## src/rtl/mipi_pkg.sv

```systemverilog
// Shared CSI-2 definitions for the mipi_clk-domain pixel path.
//   - CSI-2 long-packet data type codes
//   - byte typedef used for payload buses
//   - RAW10 group geometry (5 bytes carry 4 pixels)
//   - packet-tracking state encoding
package mipi_pkg;

  localparam logic [5:0] DT_RAW8  = 6'h2A;
  localparam logic [5:0] DT_RAW10 = 6'h2B;
  localparam logic [5:0] DT_RAW12 = 6'h2C;

  localparam int unsigned RAW10_GROUP_BYTES = 5;
  localparam int unsigned PIXELS_PER_GROUP  = 4;

  typedef logic [7:0] byte_t;

  typedef enum logic {
    IDLE      = 1'b0,
    IN_PACKET = 1'b1
  } pkt_state_e;

endpackage

```

## src/rtl/raw10_unpacker_if.sv

```systemverilog
// Stream interface between the CSI-2 packet receiver and the RAW10 unpacker.
//   image_data[0:3]    payload bytes, [0] earliest
//   image_data_type    data type of the current long packet
//   image_data_enable  payload beat valid, high for the whole packet
//   frame_start/end    FS/FE short-packet pulses
//   pixel[0:3]         unpacked pixels, [0] leftmost
//   pixel_enable       pixel beat valid
//   pixel_x/pixel_y    coordinates of pixel[0]
//   line_done          pulse after a RAW10 line ends
//   frame_done         registered copy of frame_end
//   length_err         sticky: RAW10 packet ended with leftover bytes
// master: receiver side (drives payload, observes pixels)
// slave : unpacker side
interface raw10_unpacker_if
  import mipi_pkg::*;
#(
  parameter int unsigned PIXEL_WIDTH = 10,
  parameter int unsigned COORD_WIDTH = 12
);

  byte_t [0:3]                                 image_data;
  logic [5:0]                                  image_data_type;
  logic                                        image_data_enable;
  logic                                        frame_start;
  logic                                        frame_end;

  logic [0:PIXELS_PER_GROUP-1][PIXEL_WIDTH-1:0] pixel;
  logic                                        pixel_enable;
  logic [COORD_WIDTH-1:0]                      pixel_x;
  logic [COORD_WIDTH-1:0]                      pixel_y;
  logic                                        line_done;
  logic                                        frame_done;
  logic                                        length_err;

  modport master (
    output image_data, image_data_type, image_data_enable, frame_start, frame_end,
    input  pixel, pixel_enable, pixel_x, pixel_y, line_done, frame_done, length_err
  );

  modport slave (
    input  image_data, image_data_type, image_data_enable, frame_start, frame_end,
    output pixel, pixel_enable, pixel_x, pixel_y, line_done, frame_done, length_err
  );

endinterface

```

## src/rtl/raw10_gearbox.sv

```systemverilog
// 4-to-5 byte gearbox for RAW10 payload.
//   clk_i, rst_n_i  clock, async active-low reset
//   clear_i         drop any residue (packet end)
//   accept_i        data_i carries 4 new payload bytes
//   data_i[0:3]     payload bytes, [0] earliest
//   group_o[0:4]    completed 5-byte group (valid with valid_o)
//   valid_o         combinational: this accepted beat completes a group
//   count_o         bytes currently held as residue (0..4 between beats)
module raw10_gearbox
  import mipi_pkg::*;
(
  input  logic                              clk_i,
  input  logic                              rst_n_i,
  input  logic                              clear_i,
  input  logic                              accept_i,
  input  byte_t [0:3]                       data_i,
  output byte_t [0:RAW10_GROUP_BYTES-1]     group_o,
  output logic                              valid_o,
  output logic [3:0]                        count_o
);

  byte_t [0:7] buf_q, buf_d, merged;
  logic  [3:0] cnt_q, cnt_d, total;
  logic  [2:0] base;

  always_comb begin
    // New bytes land directly after the residue; residue never exceeds 4,
    // so the merged view always fits in 8 bytes.
    merged = buf_q;
    base   = cnt_q[2:0];
    for (int unsigned i = 0; i < 4; i++) begin
      merged[base + 3'(i)] = data_i[i];
    end
    total   = cnt_q + 4'd4;
    valid_o = accept_i && (total >= 4'(RAW10_GROUP_BYTES));
    group_o = merged[0:RAW10_GROUP_BYTES-1];

    buf_d = buf_q;
    cnt_d = cnt_q;
    if (clear_i) begin
      cnt_d = '0;
    end else if (accept_i) begin
      if (valid_o) begin
        buf_d = '0;
        for (int unsigned j = 0; j < 3; j++) begin
          buf_d[j] = merged[j + RAW10_GROUP_BYTES];
        end
        cnt_d = total - 4'(RAW10_GROUP_BYTES);
      end else begin
        buf_d = merged;
        cnt_d = total;
      end
    end
  end

  always_ff @(posedge clk_i or negedge rst_n_i) begin
    if (!rst_n_i) begin
      buf_q <= '0;
      cnt_q <= '0;
    end else begin
      buf_q <= buf_d;
      cnt_q <= cnt_d;
    end
  end

  assign count_o = cnt_q;

endmodule

```

## src/rtl/raw10_unpacker.sv

```systemverilog
// RAW10 unpacker: filters RAW10 long packets, regroups payload through the
// gearbox and emits 4 pixels per beat with x/y position and line/frame marks.
//   mipi_clk  byte clock of the CSI-2 receiver
//   reset_n   asynchronous active-low reset
//   bus       slave side of raw10_unpacker_if (payload in, pixels out)
module raw10_unpacker
  import mipi_pkg::*;
#(
  parameter logic [5:0]  DATA_TYPE_RAW10 = DT_RAW10,
  parameter int unsigned PIXEL_WIDTH     = 10,
  parameter int unsigned COORD_WIDTH     = 12
)(
  input  logic            mipi_clk,
  input  logic            reset_n,
  raw10_unpacker_if.slave bus
);

  pkt_state_e state_q, state_d;

  logic [0:PIXELS_PER_GROUP-1][PIXEL_WIDTH-1:0] pixel_q, pixel_d, unpacked;
  logic                   pixel_en_q, pixel_en_d;
  logic [COORD_WIDTH-1:0] pixel_x_q, pixel_x_d;
  logic [COORD_WIDTH-1:0] x_cnt_q, x_cnt_d;
  logic [COORD_WIDTH-1:0] pixel_y_q, pixel_y_d;
  logic                   line_done_q, line_done_d;
  logic                   frame_done_q, frame_done_d;
  logic                   length_err_q, length_err_d;

  logic                   accept, pkt_end;
  byte_t [0:RAW10_GROUP_BYTES-1] group;
  logic                   group_valid;
  logic [3:0]             residue;

  assign accept  = bus.image_data_enable && (bus.image_data_type == DATA_TYPE_RAW10);
  assign pkt_end = (state_q == IN_PACKET) && !bus.image_data_enable;

  raw10_gearbox u_gearbox (
    .clk_i    (mipi_clk),
    .rst_n_i  (reset_n),
    .clear_i  (pkt_end),
    .accept_i (accept),
    .data_i   (bus.image_data),
    .group_o  (group),
    .valid_o  (group_valid),
    .count_o  (residue)
  );

  // Byte 4 of a group carries the two LSBs of each pixel, pixel 0 lowest.
  if (PIXEL_WIDTH == 8) begin : g_pw8
    always_comb begin
      for (int unsigned i = 0; i < PIXELS_PER_GROUP; i++) begin
        unpacked[i] = group[i];
      end
    end
  end else begin : g_pw10
    always_comb begin
      for (int unsigned i = 0; i < PIXELS_PER_GROUP; i++) begin
        unpacked[i] = {group[i], group[PIXELS_PER_GROUP][2*i +: 2]};
      end
    end
  end

  always_comb begin
    state_d      = state_q;
    pixel_d      = pixel_q;
    pixel_en_d   = 1'b0;
    pixel_x_d    = pixel_x_q;
    x_cnt_d      = x_cnt_q;
    pixel_y_d    = pixel_y_q;
    line_done_d  = 1'b0;
    frame_done_d = bus.frame_end;
    length_err_d = length_err_q;

    unique case (state_q)
      IDLE:      if (accept) state_d = IN_PACKET;
      IN_PACKET: if (!bus.image_data_enable) state_d = IDLE;
      default:   state_d = IDLE;
    endcase

    if (group_valid) begin
      pixel_d    = unpacked;
      pixel_en_d = 1'b1;
      pixel_x_d  = x_cnt_q;
      x_cnt_d    = x_cnt_q + COORD_WIDTH'(PIXELS_PER_GROUP);
    end

    if (pkt_end) begin
      line_done_d = 1'b1;
      pixel_y_d   = pixel_y_q + COORD_WIDTH'(1);
      pixel_x_d   = '0;
      x_cnt_d     = '0;
      if (residue != 4'd0) length_err_d = 1'b1;
    end

    // frame_start overrides a coincident packet end.
    if (bus.frame_start) begin
      pixel_y_d    = '0;
      pixel_x_d    = '0;
      x_cnt_d      = '0;
      length_err_d = 1'b0;
    end
  end

  always_ff @(posedge mipi_clk or negedge reset_n) begin
    if (!reset_n) begin
      state_q      <= IDLE;
      pixel_q      <= '0;
      pixel_en_q   <= 1'b0;
      pixel_x_q    <= '0;
      x_cnt_q      <= '0;
      pixel_y_q    <= '0;
      line_done_q  <= 1'b0;
      frame_done_q <= 1'b0;
      length_err_q <= 1'b0;
    end else begin
      state_q      <= state_d;
      pixel_q      <= pixel_d;
      pixel_en_q   <= pixel_en_d;
      pixel_x_q    <= pixel_x_d;
      x_cnt_q      <= x_cnt_d;
      pixel_y_q    <= pixel_y_d;
      line_done_q  <= line_done_d;
      frame_done_q <= frame_done_d;
      length_err_q <= length_err_d;
    end
  end

  assign bus.pixel        = pixel_q;
  assign bus.pixel_enable = pixel_en_q;
  assign bus.pixel_x      = pixel_x_q;
  assign bus.pixel_y      = pixel_y_q;
  assign bus.line_done    = line_done_q;
  assign bus.frame_done   = frame_done_q;
  assign bus.length_err   = length_err_q;

endmodule

```

## src/flat_wrapper.sv

```systemverilog
// flat-port wrapper written by rule: the top's interface ports become plain ports
module raw10_unpacker_flat import mipi_pkg::*;
#(
  parameter logic [5:0]  DATA_TYPE_RAW10 = DT_RAW10,
  parameter int unsigned PIXEL_WIDTH     = 10,
  parameter int unsigned COORD_WIDTH     = 12
)
  (mipi_clk, reset_n, bus_image_data, bus_image_data_type, bus_image_data_enable, bus_frame_start, bus_frame_end, bus_pixel, bus_pixel_enable, bus_pixel_x, bus_pixel_y, bus_line_done, bus_frame_done, bus_length_err);
  raw10_unpacker_if #(.PIXEL_WIDTH(PIXEL_WIDTH), .COORD_WIDTH(COORD_WIDTH)) bus_i ();
  input  logic mipi_clk;
  input  logic reset_n;
  input wire logic [$bits(bus_i.image_data)-1:0] bus_image_data;
  input wire logic [$bits(bus_i.image_data_type)-1:0] bus_image_data_type;
  input wire logic [$bits(bus_i.image_data_enable)-1:0] bus_image_data_enable;
  input wire logic [$bits(bus_i.frame_start)-1:0] bus_frame_start;
  input wire logic [$bits(bus_i.frame_end)-1:0] bus_frame_end;
  output wire logic [$bits(bus_i.pixel)-1:0] bus_pixel;
  output wire logic [$bits(bus_i.pixel_enable)-1:0] bus_pixel_enable;
  output wire logic [$bits(bus_i.pixel_x)-1:0] bus_pixel_x;
  output wire logic [$bits(bus_i.pixel_y)-1:0] bus_pixel_y;
  output wire logic [$bits(bus_i.line_done)-1:0] bus_line_done;
  output wire logic [$bits(bus_i.frame_done)-1:0] bus_frame_done;
  output wire logic [$bits(bus_i.length_err)-1:0] bus_length_err;
  assign bus_i.image_data = bus_image_data;
  assign bus_i.image_data_type = bus_image_data_type;
  assign bus_i.image_data_enable = bus_image_data_enable;
  assign bus_i.frame_start = bus_frame_start;
  assign bus_i.frame_end = bus_frame_end;
  assign bus_pixel = bus_i.pixel;
  assign bus_pixel_enable = bus_i.pixel_enable;
  assign bus_pixel_x = bus_i.pixel_x;
  assign bus_pixel_y = bus_i.pixel_y;
  assign bus_line_done = bus_i.line_done;
  assign bus_frame_done = bus_i.frame_done;
  assign bus_length_err = bus_i.length_err;
  raw10_unpacker #(.DATA_TYPE_RAW10(DATA_TYPE_RAW10), .PIXEL_WIDTH(PIXEL_WIDTH), .COORD_WIDTH(COORD_WIDTH)) u_core (.mipi_clk(mipi_clk), .reset_n(reset_n), .bus(bus_i));
endmodule
```

## config.mk

```make
export PLATFORM = sky130hd
export DESIGN_NAME = raw10_unpacker_flat
export DESIGN_NICKNAME = d
export VERILOG_FILES = /design/src/rtl/mipi_pkg.sv /design/src/rtl/raw10_unpacker_if.sv /design/src/rtl/raw10_gearbox.sv /design/src/rtl/raw10_unpacker.sv /design/src/flat_wrapper.sv
export SDC_FILE = /design/constraint.sdc
export NUM_CORES = 1
export LEC_CHECK = 0
export CAP_MARGIN = 40
export CELL_PAD_IN_SITES_DETAIL_PLACEMENT = 2
export CELL_PAD_IN_SITES_GLOBAL_PLACEMENT = 2
export CORE_UTILIZATION = 39
export DETAILED_ROUTE_END_ITERATION = 6
export DONT_BUFFER_PORTS = 1
export HOLD_SLACK_MARGIN = 0.05
export PLACE_DENSITY_LB_ADDON = 0.1
export SYNTH_ARGS = -nofsm -noshare
export SYNTH_HDL_FRONTEND = slang
export SYNTH_SLANG_ARGS = --single-unit
```

## constraint.sdc

```tcl
create_clock -name mipi_clk -period 4.5 [get_ports mipi_clk]
set_input_delay 0.45 -clock mipi_clk [delete_from_list [all_inputs] [get_ports mipi_clk]]
set_output_delay 0.45 -clock mipi_clk [all_outputs]
set_load 0.005 [all_outputs]
```

==> run metrics <==
Clk pwr share 0.334; I/O pins 111; Detailed Route Iter0 Violations 818; WP buf/inv 2; drt drc 0; CP endpoint kind flop; fin crit share 0.825; height of the die 159 um; top cells by area, synth dfrtp_1 (38%), o21ai_0 (6.6%), mux2i_1 (5.6%), nand2_1 (5.4%), a21oi_1 (4.3%); Setup Crit Path Kind flop to flop; startpoint types flop; CP Data Required Time 4800 ps; clk root buf clkbuf_16; biggest area consumer among synthesized cells dfrtp_1; die footprint 25300 um^2; Rel. slew slack 0.312; CTS Buf Count 17; filler instances between 2000 and 3000; routability-driven placement congestion ratio 0.873; CP Max Fanout 27; Hold Crit Class input port to async pin; dominant synthesized flop cell dfrtp_1; clock skew approximately 17 ps; clk sinks 146; P_int 0.00273 W; global-route wire length before repair 64.1 mm; critical path's largest stage delay 830 ps; drt total wl 41.9 mm; die width 159 um; number of diodes 0; Post-CTS Setup Bufs 0; Post-synth top cells dfrtp_1 (146), nand2_1 (137), o21ai_0 (127); violated checks hold timing; via count about 9300; per-cell routed wire length 30.0 um; slowest stage cell, crit path ha_1; RSZ-0062 raised after global routing false; Reg clk slew, reported paths 80 ps; setup violators final 0; vias in the first global route slightly below 10000; Max Cap Viol 0; Post-CTS Resized 0; # nets final 1107; post-route ant nets 0; H-tree levels 4; drt pass-1 iters 5; Setup TNS Final 0 ps; Pwr Density around 440 nW/um^2; f_max 269 MHz; status finished, violations left; combinational share of power 0.331; GRT overflow 0; largest net degree at the start of global routing ~150; DP HPWL between 20 and 30 mm; switching pwr 0.00181 W; P&R area growth vs syn 7.96%; Mean Syn Cell Area 8.55 um^2; Yosys cell types 78; switching fraction of total power 0.399; core area 24200 um^2; worst hold slack -158 ps; clk buf depth 2; FFs w/ async S/R, synth 1.00; crit path DAT about 4000 ps; Slew Limit Fails 0; Post-Synthesis Cells 1123; mapped cell area 9600 um^2; row cnt 57; Starting Density 0.396; synth warn 0; IO buf count 0; total global-route track usage 0.337; Min Clock Period, post-route about 3700 ps; Worst path top cell family by delay compound AO/OA/AOI/OAI gates; synthesized flop and latch total around 150; CTS tree done; Synth top area share 0.381; Reg power frac 0.335; clock latency on the worst-skew pair 450 ps; R2R Setup Slk 790 ps; Most common cell on crit path o22ai_1; post-synthesis sequential area ratio 0.381; proportion of layout cells with a drive suffix above 1 0.0944; critical path, cell by cell inv_2 > ha_1 > buf_4 > nor2_1 > a221oi_1 > o22ai_1 > o22ai_1 > a211oi_1; DR vias/cell approximately 6.7; Mapped Nets 1173; P_leak between 4 and 5 nW; antenna violations before repair 1; Final Hold Fails 28; Post-synth EDFFs 0; Peak supply drop roughly 0.23 mV; count leader, synth dfrtp_1; Worst-Margin Slew 1030 ps
worst reg2reg max path, delay by kind of cell (launching register included):
family | cells | cell delay [ps]
AOI/OAI and AO/OA | 4 | 1380
adders and majority gates | 1 | 830
buffers and inverters | 2 | 560
DFF | 1 | 610
and+or+nand+nor | 1 | 190
logic make-up after synthesis:
group,Yosys count,share of synthesized area
AOI/OAI and AO/OA,418,0.281
and+or+nand+nor,348,0.188
muxes,57,0.0598
DFF,146,0.381
xor gates and xnor gates,22,0.0228
buffers and inverters,125,0.0585
adders and majority gates,7,0.00912
placed cells by master, fill, tap and decap left out, types with 9 or more instances in the layout:
cell	count
a211oi_1	51
a21oi_1	82
a221oi_1	19
and3_1	9
buf_4	24
clkbuf_16	17
dfrtp_1	144
inv_1	9
mux2i_1	54
nand2_1	136
nand2b_1	18
nand3_1	14
nor2_1	61
nor2b_1	11
nor3_1	14
o211ai_1	12
o21ai_0	127
o221ai_1	25
o22ai_1	42
or2_2	10
xor2_1	12
registers in the layout, indices dropped and copies added (netlist names):
register / cells
u_core.u_gearbox.count_o: 4
u_core.bus.pixel: 40
u_core.x_cnt_q: 10
u_core.bus.line_done: 1
u_core.state_q: 1
u_core.u_gearbox.buf_q: 64
u_core.bus.pixel_x: 11
u_core.bus.frame_done: 1
u_core.bus.length_err: 1
u_core.bus.pixel_enable: 1
u_core.bus.pixel_y: 12
path summary, 6_finish.rpt:
kind | depth (start not counted) | startpoint | end
worst max-delay path | 8 | u_core.u_gearbox.count_o[0] | u_core.u_gearbox.buf_q[51]
worst min-delay path | 1 | reset_n | u_core.u_gearbox.buf_q[1]
worst max register to register | 8 | u_core.u_gearbox.count_o[0] | u_core.u_gearbox.buf_q[51]
worst min register to register | 2 | u_core.u_gearbox.buf_q[32] | u_core.u_gearbox.buf_q[32]
max in group asynchronous | 1 | reset_n | u_core.u_gearbox.count_o[2]
min in group mipi_clk | 1 | bus_frame_start | u_core.bus.pixel_y[4]
power by group through the flow:
stage,combinational (W),clock (W),sequential [W]
floorplan,0.00105,0,0.00150
global placement,0.00139,0,0.00154
detailed placement,0.00143,0,0.00154
CTS,0.00147,0.00154,0.00152
global route,0.00162,0.00157,0.00153
finish,0.00150,0.00152,0.00152
stage by stage:
| stage | power, W | worst slack, ps | utilization | instance area, um^2 | std cells |
|---|---|---|---|---|---|
| after global placement | 0.00293 | 916 | 0.399 | 9680 | 1354 |
| after detailed placement | 0.00298 | 916 | 0.401 | 9720 | 1359 |
| after CTS | 0.00454 | 893 | 0.427 | 10400 | 1393 |
| final | 0.00454 | 789 | 0.428 | 10400 | 1394 |
| after global routing | 0.00472 | 701 | 0.428 | 10400 | 1394 |
| after floorplan | 0.00255 | 1280 | - | 9600 | 1123 |
metal layers:
| layer | up-vias | part of all wire | track usage |
|---|---|---|---|
| met4 | 0 | 0.047 | 0.171 |
| li1 | 4040 | - | - |
| met5 | - | 0 | 0 |
| met1 | 4822 | 0.43 | 0.435 |
| met2 | 346 | 0.46 | 0.526 |
| met3 | 132 | 0.066 | 0.0789 |
layout make-up:
class / count / area [um^2] / area share
inverters: 11 / 41.3 / 0.00398
well taps: 324 / 405 / 0.0391
flip-flops and latches: 146 / 3660 / 0.353
multi-input cells: 852 / 5410 / 0.522
clock buffers: 17 / 425 / 0.0410
clock inverters: 15 / 169 / 0.0163
repair buffers: 29 / 263 / 0.0253
timing repair:
action / 4_1_cts / 5_1_grt
hold endpoints to repair: 147 / 1
endpoints found under the setup margin: 0 / 0
hold buffers: 2 / 1
Power figures use the tool's default switching activity.
